<file path="src/rtl/dram_arbiter_pkg.sv">
// Shared definitions for the DRAMCON user-port arbiter: request codes,
// arbiter state encoding and a request-validity helper.
package dram_arbiter_pkg;

  // Request codes presented by requesters and forwarded to DRAMCON.
  typedef enum logic [1:0] {
    REQ_NONE  = 2'b00,
    REQ_READ  = 2'b01,
    REQ_WRITE = 2'b10,
    REQ_RSVD  = 2'b11
  } req_e;

  // Arbiter transaction phases.
  typedef enum logic [1:0] {
    IDLE,
    ISSUE,
    WAITHI,
    WAITLO
  } arb_state_e;

  // Only read and write are real requests; the reserved code counts as none.
  function automatic logic is_valid_req(input logic [1:0] code);
    return (code == REQ_READ) || (code == REQ_WRITE);
  endfunction

endpackage

</file>
<file path="src/rtl/dram_arbiter_if.sv">
// Bundle of requester-side and DRAMCON-side signals around the arbiter.
// slave: the arbiter's view; master: the view of the surrounding logic.
interface dram_arbiter_if #(
  parameter int DATA_W = 512,
  parameter int ADDR_W = 32
);

  // Requester 0 (sort core)
  logic [1:0]        R0_REQ;
  logic [ADDR_W-1:0] R0_INITADR;
  logic [ADDR_W-1:0] R0_BLOCKS;
  logic [DATA_W-1:0] R0_DIN;
  logic              R0_ACK;
  logic              R0_W;
  logic              R0_DOUTEN;

  // Requester 1 (read-back / LCD dump)
  logic [1:0]        R1_REQ;
  logic [ADDR_W-1:0] R1_INITADR;
  logic [ADDR_W-1:0] R1_BLOCKS;
  logic [DATA_W-1:0] R1_DIN;
  logic              R1_ACK;
  logic              R1_W;
  logic              R1_DOUTEN;

  // Current owner, one-hot
  logic [1:0]        GNT;

  // DRAMCON user port
  logic [1:0]        D_REQ;
  logic [ADDR_W-1:0] D_INITADR;
  logic [ADDR_W-1:0] D_ELEM;
  logic [DATA_W-1:0] D_DIN;
  logic              D_BUSY;
  logic              D_W;
  logic              D_DOUTEN;

  modport slave (
    input  R0_REQ, R0_INITADR, R0_BLOCKS, R0_DIN,
    input  R1_REQ, R1_INITADR, R1_BLOCKS, R1_DIN,
    output R0_ACK, R0_W, R0_DOUTEN,
    output R1_ACK, R1_W, R1_DOUTEN,
    output GNT,
    output D_REQ, D_INITADR, D_ELEM, D_DIN,
    input  D_BUSY, D_W, D_DOUTEN
  );

  modport master (
    output R0_REQ, R0_INITADR, R0_BLOCKS, R0_DIN,
    output R1_REQ, R1_INITADR, R1_BLOCKS, R1_DIN,
    input  R0_ACK, R0_W, R0_DOUTEN,
    input  R1_ACK, R1_W, R1_DOUTEN,
    input  GNT,
    input  D_REQ, D_INITADR, D_ELEM, D_DIN,
    output D_BUSY, D_W, D_DOUTEN
  );

endinterface

</file>
<file path="src/rtl/dram_arbiter_arb_pick.sv">
// Two-way winner select for the DRAM arbiter.
// ARB_ROUNDROBIN_EN defined: ties go to the requester that did not win last;
// the preference pointer moves on every grant.
// ARB_ROUNDROBIN_EN undefined: fixed priority, requester 0 wins ties.
module dram_arbiter_arb_pick (
`ifdef ARB_ROUNDROBIN_EN
  input  logic       clk,
  input  logic       rst_n,
  input  logic       grant_i,
`endif
  input  logic [1:0] valid_i,
  output logic [1:0] win_o
);

`ifdef ARB_ROUNDROBIN_EN
  // Index of the requester that wins the next tie.
  logic ptr_q;

  // One-hot winner, tie broken by the pointer.
  // NOTE: give every always_comb output a default first so no path leaves it unassigned (latch).
  always_comb begin
    win_o = valid_i;
    if (valid_i == 2'b11) begin
      win_o = ptr_q ? 2'b10 : 2'b01;
    end
  end

  // Prefer the loser of each grant next time.
  // NOTE: sequential state uses non-blocking assignments and an async active-low reset term.
  always_ff @(posedge clk or negedge rst_n) begin
    if (!rst_n) begin
      ptr_q <= 1'b0;
    end else if (grant_i) begin
      ptr_q <= ~win_o[1];
    end
  end
`else
  // Fixed priority: requester 0 first.
  always_comb begin
    win_o = valid_i;
    if (valid_i[0]) begin
      win_o = 2'b01;
    end
  end
`endif

endmodule

</file>
<file path="src/rtl/dram_arbiter.sv">
// Shares the DRAMCON user port between the sort core (R0) and the
// read-back / LCD dump engine (R1). One transaction at a time: grant,
// pulse D_REQ for one cycle, then hold ownership until DRAMCON has raised
// and dropped D_BUSY. Write pulls and read valids go to the owner only.
// Build option: ARB_ROUNDROBIN_EN selects round-robin tie breaking
// (default is fixed priority with R0 first).
module dram_arbiter
  import dram_arbiter_pkg::*;
#(
  parameter int DATA_W = 512,
  parameter int ADDR_W = 32
) (
  input logic           CLK,
  input logic           RST_X,
  dram_arbiter_if.slave bus
);

  arb_state_e        state_q;
  logic [1:0]        gnt_q;
  logic [1:0]        ack_q;
  logic [1:0]        d_req_q;
  logic [ADDR_W-1:0] d_initadr_q;
  logic [ADDR_W-1:0] d_elem_q;

  logic [1:0]        req_valid;
  logic [1:0]        gnt_d;
  logic              grant_go;
  logic [DATA_W-1:0] din_sel;

  assign req_valid = {is_valid_req(bus.R1_REQ), is_valid_req(bus.R0_REQ)};
  // Grants happen only from IDLE while DRAMCON is not busy.
  assign grant_go  = (state_q == IDLE) && !bus.D_BUSY && (|req_valid);

  dram_arbiter_arb_pick u_arb_pick (
`ifdef ARB_ROUNDROBIN_EN
    .clk     (CLK),
    .rst_n   (RST_X),
    .grant_i (grant_go),
`endif
    .valid_i (req_valid),
    .win_o   (gnt_d)
  );

  // Transaction FSM with registered DRAMCON command, grant and ACK outputs.
  always_ff @(posedge CLK or negedge RST_X) begin
    if (!RST_X) begin
      state_q     <= IDLE;
      gnt_q       <= 2'b00;
      ack_q       <= 2'b00;
      d_req_q     <= REQ_NONE;
      d_initadr_q <= '0;
      d_elem_q    <= '0;
    end else begin
      ack_q <= 2'b00;
      unique case (state_q)
        IDLE: begin
          if (grant_go) begin
            gnt_q       <= gnt_d;
            ack_q       <= gnt_d;
            d_req_q     <= gnt_d[1] ? bus.R1_REQ     : bus.R0_REQ;
            d_initadr_q <= gnt_d[1] ? bus.R1_INITADR : bus.R0_INITADR;
            d_elem_q    <= gnt_d[1] ? bus.R1_BLOCKS  : bus.R0_BLOCKS;
            state_q     <= ISSUE;
          end
        end
        ISSUE: begin
          d_req_q <= REQ_NONE;
          state_q <= WAITHI;
        end
        WAITHI: begin
          if (bus.D_BUSY) begin
            state_q <= WAITLO;
          end
        end
        WAITLO: begin
          if (!bus.D_BUSY) begin
            gnt_q   <= 2'b00;
            state_q <= IDLE;
          end
        end
      endcase
    end
  end

  // Write data follows the owner; R0 is the default when idle.
  assign din_sel = gnt_q[1] ? bus.R1_DIN : bus.R0_DIN;

  assign bus.D_DIN     = din_sel;
  assign bus.D_REQ     = d_req_q;
  assign bus.D_INITADR = d_initadr_q;
  assign bus.D_ELEM    = d_elem_q;
  assign bus.GNT       = gnt_q;
  assign bus.R0_ACK    = ack_q[0];
  assign bus.R1_ACK    = ack_q[1];
  // Strobes with no owner are dropped.
  assign bus.R0_W      = bus.D_W & gnt_q[0];
  assign bus.R1_W      = bus.D_W & gnt_q[1];
  assign bus.R0_DOUTEN = bus.D_DOUTEN & gnt_q[0];
  assign bus.R1_DOUTEN = bus.D_DOUTEN & gnt_q[1];

endmodule

</file>
<file path="src/flat_wrapper.sv">
// flat-port wrapper written by rule: the top's interface ports become plain ports
module dram_arbiter_flat import dram_arbiter_pkg::*;
#(
  parameter int DATA_W = 512,
  parameter int ADDR_W = 32
)
  (CLK, RST_X, bus_R0_REQ, bus_R0_INITADR, bus_R0_BLOCKS, bus_R0_DIN, bus_R1_REQ, bus_R1_INITADR, bus_R1_BLOCKS, bus_R1_DIN, bus_R0_ACK, bus_R0_W, bus_R0_DOUTEN, bus_R1_ACK, bus_R1_W, bus_R1_DOUTEN, bus_GNT, bus_D_REQ, bus_D_INITADR, bus_D_ELEM, bus_D_DIN, bus_D_BUSY, bus_D_W, bus_D_DOUTEN);
  dram_arbiter_if #(.DATA_W(DATA_W), .ADDR_W(ADDR_W)) bus_i ();
  input logic CLK;
  input logic RST_X;
  input wire logic [$bits(bus_i.R0_REQ)-1:0] bus_R0_REQ;
  input wire logic [$bits(bus_i.R0_INITADR)-1:0] bus_R0_INITADR;
  input wire logic [$bits(bus_i.R0_BLOCKS)-1:0] bus_R0_BLOCKS;
  input wire logic [$bits(bus_i.R0_DIN)-1:0] bus_R0_DIN;
  input wire logic [$bits(bus_i.R1_REQ)-1:0] bus_R1_REQ;
  input wire logic [$bits(bus_i.R1_INITADR)-1:0] bus_R1_INITADR;
  input wire logic [$bits(bus_i.R1_BLOCKS)-1:0] bus_R1_BLOCKS;
  input wire logic [$bits(bus_i.R1_DIN)-1:0] bus_R1_DIN;
  output wire logic [$bits(bus_i.R0_ACK)-1:0] bus_R0_ACK;
  output wire logic [$bits(bus_i.R0_W)-1:0] bus_R0_W;
  output wire logic [$bits(bus_i.R0_DOUTEN)-1:0] bus_R0_DOUTEN;
  output wire logic [$bits(bus_i.R1_ACK)-1:0] bus_R1_ACK;
  output wire logic [$bits(bus_i.R1_W)-1:0] bus_R1_W;
  output wire logic [$bits(bus_i.R1_DOUTEN)-1:0] bus_R1_DOUTEN;
  output wire logic [$bits(bus_i.GNT)-1:0] bus_GNT;
  output wire logic [$bits(bus_i.D_REQ)-1:0] bus_D_REQ;
  output wire logic [$bits(bus_i.D_INITADR)-1:0] bus_D_INITADR;
  output wire logic [$bits(bus_i.D_ELEM)-1:0] bus_D_ELEM;
  output wire logic [$bits(bus_i.D_DIN)-1:0] bus_D_DIN;
  input wire logic [$bits(bus_i.D_BUSY)-1:0] bus_D_BUSY;
  input wire logic [$bits(bus_i.D_W)-1:0] bus_D_W;
  input wire logic [$bits(bus_i.D_DOUTEN)-1:0] bus_D_DOUTEN;
  assign bus_i.R0_REQ = bus_R0_REQ;
  assign bus_i.R0_INITADR = bus_R0_INITADR;
  assign bus_i.R0_BLOCKS = bus_R0_BLOCKS;
  assign bus_i.R0_DIN = bus_R0_DIN;
  assign bus_i.R1_REQ = bus_R1_REQ;
  assign bus_i.R1_INITADR = bus_R1_INITADR;
  assign bus_i.R1_BLOCKS = bus_R1_BLOCKS;
  assign bus_i.R1_DIN = bus_R1_DIN;
  assign bus_R0_ACK = bus_i.R0_ACK;
  assign bus_R0_W = bus_i.R0_W;
  assign bus_R0_DOUTEN = bus_i.R0_DOUTEN;
  assign bus_R1_ACK = bus_i.R1_ACK;
  assign bus_R1_W = bus_i.R1_W;
  assign bus_R1_DOUTEN = bus_i.R1_DOUTEN;
  assign bus_GNT = bus_i.GNT;
  assign bus_D_REQ = bus_i.D_REQ;
  assign bus_D_INITADR = bus_i.D_INITADR;
  assign bus_D_ELEM = bus_i.D_ELEM;
  assign bus_D_DIN = bus_i.D_DIN;
  assign bus_i.D_BUSY = bus_D_BUSY;
  assign bus_i.D_W = bus_D_W;
  assign bus_i.D_DOUTEN = bus_D_DOUTEN;
  dram_arbiter #(.DATA_W(DATA_W), .ADDR_W(ADDR_W)) u_core (.CLK(CLK), .RST_X(RST_X), .bus(bus_i));
endmodule
</file>
<file path="config.mk">
export PLATFORM = sky130hd
export DESIGN_NAME = dram_arbiter_flat
export DESIGN_NICKNAME = d
export VERILOG_FILES = /design/src/rtl/dram_arbiter_pkg.sv /design/src/rtl/dram_arbiter_if.sv /design/src/rtl/dram_arbiter_arb_pick.sv /design/src/rtl/dram_arbiter.sv /design/src/flat_wrapper.sv
export SDC_FILE = /design/constraint.sdc
export NUM_CORES = 1
export LEC_CHECK = 0
export CAP_MARGIN = 20
export CORE_AREA = 2 2 672 674
export CTS_CLUSTER_DIAMETER = 100
export DETAILED_ROUTE_END_ITERATION = 12
export DIE_AREA = 0 0 674 676
export PLACE_DENSITY = 0.3
export SETUP_SLACK_MARGIN = 0.05
export SYNTH_ARGS = -nofsm -noshare
export SYNTH_HDL_FRONTEND = slang
export SYNTH_HIERARCHICAL = 1
export SYNTH_SLANG_ARGS = --single-unit
</file>
<file path="constraint.sdc">
create_clock -name CLK -period 4.1 [get_ports CLK]
set_input_delay 0.82 -clock CLK [delete_from_list [all_inputs] [get_ports CLK]]
set_output_delay 0.82 -clock CLK [all_outputs]
set_load 0.02 [all_outputs]
</file>
### Word-level counts from Yosys, hierarchy flattened

Cells that the tools add are included.

* register bits after elaboration: 72
* latch bits: 0
* bits in writable memories: 0
* bits in read-only memories: 0
* bits of input ports: 1161
* output and inout bits: 586
* logic and storage cells: 48
* memories kept: 0

* $add $sub $neg: 0
* multipliers: 0
* div/mod/pow operators: 0
* magnitude comparators: 0
* equality and inequality tests: 10
* shift-type cells: 0
* multiplexer cells: 15
* bitwise gates (word level): 4
* reduce and logical (&&, ||, !) cells: 13

Operators by type and width (count)
* $mux 512: 1
* $mux 32: 2
* $mux 2: 9
* $eq 2x2->1 const B: 4
* $pmux 2 s2: 2
* $pmux 2 s4: 1
* $eq 2x1->1 const B: 3
* $reduce_and 3->1: 2
* $and 1x1->1: 4
* $ne 2x2->1 const B: 2
* $reduce_and 2->1: 2
* $reduce_bool 2->1: 2
* $logic_and 1x1->1: 2
* $logic_not 2->1: 1
* $logic_or 1x1->1: 2
* $ne 2x1->1 const B: 1
* $reduce_or 2->1: 1
* $logic_not 1->1: 1

### Depth between registers and ports, before layout

* word-level depth: 6
* gate-level depth with buffers: 8
* depth with buffers taken out: 6

### Cells and area by module

The synthesis kept the hierarchy.

Modules (own cells, without submodules)
* dram_arbiter: instances 1, cells each 837, area each 10072.2 µm², sequential area each 1801.7 µm²
* dram_arbiter_arb_pick: instances 1, cells each 2, area each 21.3 µm², sequential area each 0.0 µm²

### Worst setup path before layout

No wires, ideal clock.

* path type: input port to flip-flop
* start point: input bus_R0_REQ[1]
* end point: register u_core.d_elem_q[10] (netlist: u_core/bus.D_ELEM[10])
* library setup time: 0.125 ns
* arrival: 2.409 ns
* required time: 3.975 ns
* setup slack: 1.566 ns
* stages on the path: 7
* buffers on the path: 2
* path through: xnor2_2 -> inv_1 -> nor2b_4 -> buf_2 -> buf_2 -> mux2_2 -> mux2_4

* elaborated cells between the ends (all ways): 8
* those cells by class: eq/ne: 2; mux: 2; reduce/logical: 4

RTL lines
* start: declaration: line flat_wrapper.sv:11 `input wire logic [$bits(bus_i.R0_REQ)-1:0] bus_R0_REQ;`
* $eq 2x1->1 / $eq 2x2->1 (equally long branches): line dram_arbiter_pkg.sv:23 `return (code == REQ_READ) || (code == REQ_WRITE);`
* $logic_or 1x1->1 (*): line dram_arbiter_pkg.sv:23
* net u_core.req_valid[0]: line dram_arbiter.sv:25 `logic [1:0] req_valid;`
* $mux 2 (*): line dram_arbiter_arb_pick.sv:41 `if (valid_i[0]) begin`
* net u_core.gnt_d[1]: line dram_arbiter.sv:26 `logic [1:0] gnt_d;`
* $mux 32 (*): line dram_arbiter.sv:62 `d_elem_q <= gnt_d[1] ? bus.R1_BLOCKS : bus.R0_BLOCKS;`
* end signal: assignment: line dram_arbiter.sv:62
* end: declaration: line dram_arbiter.sv:23 `logic [ADDR_W-1:0] d_elem_q;`

Mark *: on every way through the listed nets, which the timed path passes. The rest lies on a longest branch.
A chain may end at the register's enable or synchronous reset.

### Final worst setup path

* start point: register u_core.gnt_q[1] (netlist: u_core/bus.GNT[1])
* end point: output bus_D_DIN[122]

* word-level cells in the longest chain between the ends: 1

RTL lines
* start: declaration: line dram_arbiter.sv:19 `logic [1:0] gnt_q;`
* start signal: assignment: line dram_arbiter.sv:58 `gnt_q <= gnt_d;`
* $mux 512: line dram_arbiter.sv:86 `assign din_sel = gnt_q[1] ? bus.R1_DIN : bus.R0_DIN;`
* end: declaration: line flat_wrapper.sv:29 `output wire logic [$bits(bus_i.D_DIN)-1:0] bus_D_DIN;`

Every way passes these cells.

==> results.sh <==
export IMPL_wire_per_inst_um=43.5
export IMPL_drt_wl_total_mm=374
export IMPL_initial_core_util_pct=2.25
export IMPL_drive_gt1_share_pct=31.7
export IMPL_ys_warn_count=6
export IMPL_hold_buffers=0
export IMPL_maxCapViolCount=0
export IMPL_post_route_drc_count=0
export IMPL_reg2reg_from="u_core/state_q[0]$_DFFE_PN0P_"
export IMPL_utilization_pct=7.91
export IMPL_period_share_pct=88.0
export IMPL_globalplace_congestion=0.941
export IMPL_chipWidth_um=674
export IMPL_worstPathRequired_ns=3.28
export IMPL_cts_buffers=9
export IMPL_clockBufferDepth=2
export IMPL_num_vias=17685
export IMPL_postRouteAntennaNets=0
export IMPL_rsz0062_at_grt="no"
export IMPL_hpwl_mm=359
export IMPL_endpoint="bus_D_DIN[122]"
export IMPL_crit_start="u_core/bus.GNT[1]$_DFFE_PN0P_"
export IMPL_cts_tree="built"
export IMPL_grt_usage_pct=15.7
export IMPL_ios=1747
export IMPL_status="complete, no violations"
export IMPL_cts_setup_buffers=0
export IMPL_syn_area_per_cell_sq_um=12.0
export IMPL_crit_path_end_kind="output pin"
export IMPL_dieHeight_um=676
export IMPL_dieArea_sq_mm=0.456
export IMPL_areaGrowthSynthToFinish_pct=251
export IMPL_core_sq_mm=0.448
export IMPL_ys_seq_elements=72
export IMPL_critPathKind="flop to output pin"
export IMPL_final_cell_mix="1628 x clkdlybuf4s50_1, 583 x mux2_2, 113 x buf_4"
export IMPL_layout_commonest_cell="clkdlybuf4s50_1"
export IMPL_drv_slew=0
export IMPL_drt_vias_per_instance=2.05
export IMPL_fin_nets=3714
export IMPL_grt_max_degree=99
export IMPL_syn_inst=839
export IMPL_antenna_found_initial=590
export IMPL_h_tree_depth=3
export IMPL_grt_pass1_vias=16377
export IMPL_regArea_sq_mm=0.00181
export IMPL_critical_path_arrival_ns=2.79
export IMPL_min_period_ns=3.61
export IMPL_worst_r2r_endpoint="u_core/bus.D_ELEM[7]$_DFFE_PN0P_"
export IMPL_slew_headroom_pct=37.6
export IMPL_final_setup_viol_count=0
export IMPL_cp_max_fo=98
export IMPL_ctsResizeCount=0
export IMPL_cts_root_buf="clkbuf_16"
export IMPL_synth_cell_area_sq_mm=0.0101
export IMPL_skew_ns=0.00825
export IMPL_multiInputGateArea_sq_mm=0.00781
export IMPL_ys_types=24
export IMPL_synth_nets=2004
export IMPL_grt_pass1_wl_mm=409
export IMPL_hold_viol_final=0
export IMPL_clkSinkCount=72
export IMPL_portBuffers=1746
export IMPL_leakage_nw=10.9
export IMPL_r2r_slack_ns=1.46
export IMPL_hp_class="input port to async pin"
export IMPL_dr_pass1_iters=4
export IMPL_start_kind="flop"
export IMPL_clk_pin_slew_ns=0.08
export IMPL_power_density_mw_per_mm2=483
export IMPL_n_fill_cell=52151
export IMPL_initialDrtViolationCount=694
export IMPL_total_power_mw=17.1
export IMPL_fin_tns_setup_ns=0
export IMPL_seq_area_frac_synth_pct=17.9
export IMPL_tightest_slew_ns=0.934
export IMPL_clock_fmax_ghz=0.277
export IMPL_r2r_cells=6
export IMPL_grt_overflow_total=0
export IMPL_worstSkewPairLatency_ns=0.41
export IMPL_fp_row_count=246
export IMPL_peakVddDrop_mv=0.289
routing by layer:
metal	up-vias	wire length [um]	GRT usage, %
li1	6700	-	-
met1	8008	136000	16.7
met2	1728	167000	25.3
met3	911	59000	11.6
met4	338	9280	2.59
met5	-	2300	0
state kept, by name (all words and copies together), names as in the netlist:
signal                flops
u_core/bus.GNT            2
u_core/bus.D_REQ          2
u_core/bus.D_INITADR     32
u_core/bus.D_ELEM        32
u_core/ack_q              2
u_core/state_q            2
cell type report:
cell class | count | share of cell area [%]
Clock inverter | 6 | 0.194
Multi-Input combinational cell | 688 | 22.1
Timing Repair Buffer | 1772 | 50.1
Antenna cell | 111 | 0.784
Tap cell | 5952 | 21.0
Sequential cell | 72 | 5.10
Inverter | 6 | 0.0636
Clock buffer | 9 | 0.636
cells in the mapped netlist:
master	instances	area share [%]
o21ai_0	5	0.25
nand4_1	2	0.12
xnor2_2	2	0.32
nand2_1	4	0.15
nor2_1	3	0.11
nor2b_2	1	0.087
nand3_1	1	0.050
or3b_2	1	0.087
mux2_2	583	65
buf_4	2	0.15
nor3b_1	2	0.15
a21boi_2	1	0.11
o211ai_1	11	0.82
buf_12	7	1.4
a21oi_1	1	0.050
dfrtp_1	72	18
mux2_4	60	8.9
nor2b_4	1	0.14
buf_2	58	2.9
clkbuf_1	6	0.22
inv_1	6	0.22
ha_1	4	0.50
and2_1	5	0.31
a21boi_0	1	0.074
report_power, final:
part / internal, mW / leakage, nW / switching [mW] / total, mW
combinational: 6.52 / 9.92 / 8.27 / 14.8
clock: 0.476 / 0.143 / 0.497 / 0.973
sequential: 1.07 / 0.859 / 0.282 / 1.35
total: 8.07 / 10.9 / 9.05 / 17.1
through the flow:
step | worst slack, ns | std cells | hold slack (ns) | area (sq um)
2_1_floorplan | 1.57 | 839 | 0.524 | 10100
3_3_place_gp | 0.387 | 8490 | 0.498 | 34800
3_5_place_dp | 0.364 | 8490 | 0.492 | 34800
4_1_cts | 0.373 | 8505 | 0.394 | 35100
5_1_grt | 0.380 | 8535 | 0.424 | 35200
6_report | 0.493 | 8616 | 0.390 | 35400
critical path, cell delays in order (launching register included):
cell	delay, ns
dfrtp_4	0.47
buf_4	0.24
buf_12	0.44
mux2_2	0.40
clkdlybuf4s50_1	0.72
cell families after synthesis:
kind of cell	Yosys count	synth area share (%)
AO/OA/AOI/OAI	19	1.30
XOR/XNOR	2	0.322
adder cells (fa/ha/maj)	4	0.496
buffers and inverters	79	4.86
flip-flops	72	17.9
multiplexers	643	74.0
AND/OR/NAND/NOR	20	1.20
worst min path at each step:
| stage | endpoint | slack (ns) | depth (start not counted) |
|---|---|---|---|
| floorplan | u_core/ack_q[0]$_DFF_PN0_ | 0.52 | 0 |
| global placement | u_core/bus.D_INITADR[8]$_DFFE_PN0P_ | 0.50 | 1 |
| detailed placement | u_core/bus.D_INITADR[19]$_DFFE_PN0P_ | 0.49 | 1 |
| CTS | u_core/bus.D_INITADR[31]$_DFFE_PN0P_ | 0.39 | 1 |
| global route | u_core/bus.D_INITADR[31]$_DFFE_PN0P_ | 0.42 | 1 |
| finish | u_core/bus.D_INITADR[31]$_DFFE_PN0P_ | 0.39 | 1 |
Power figures use the tool's default switching activity.
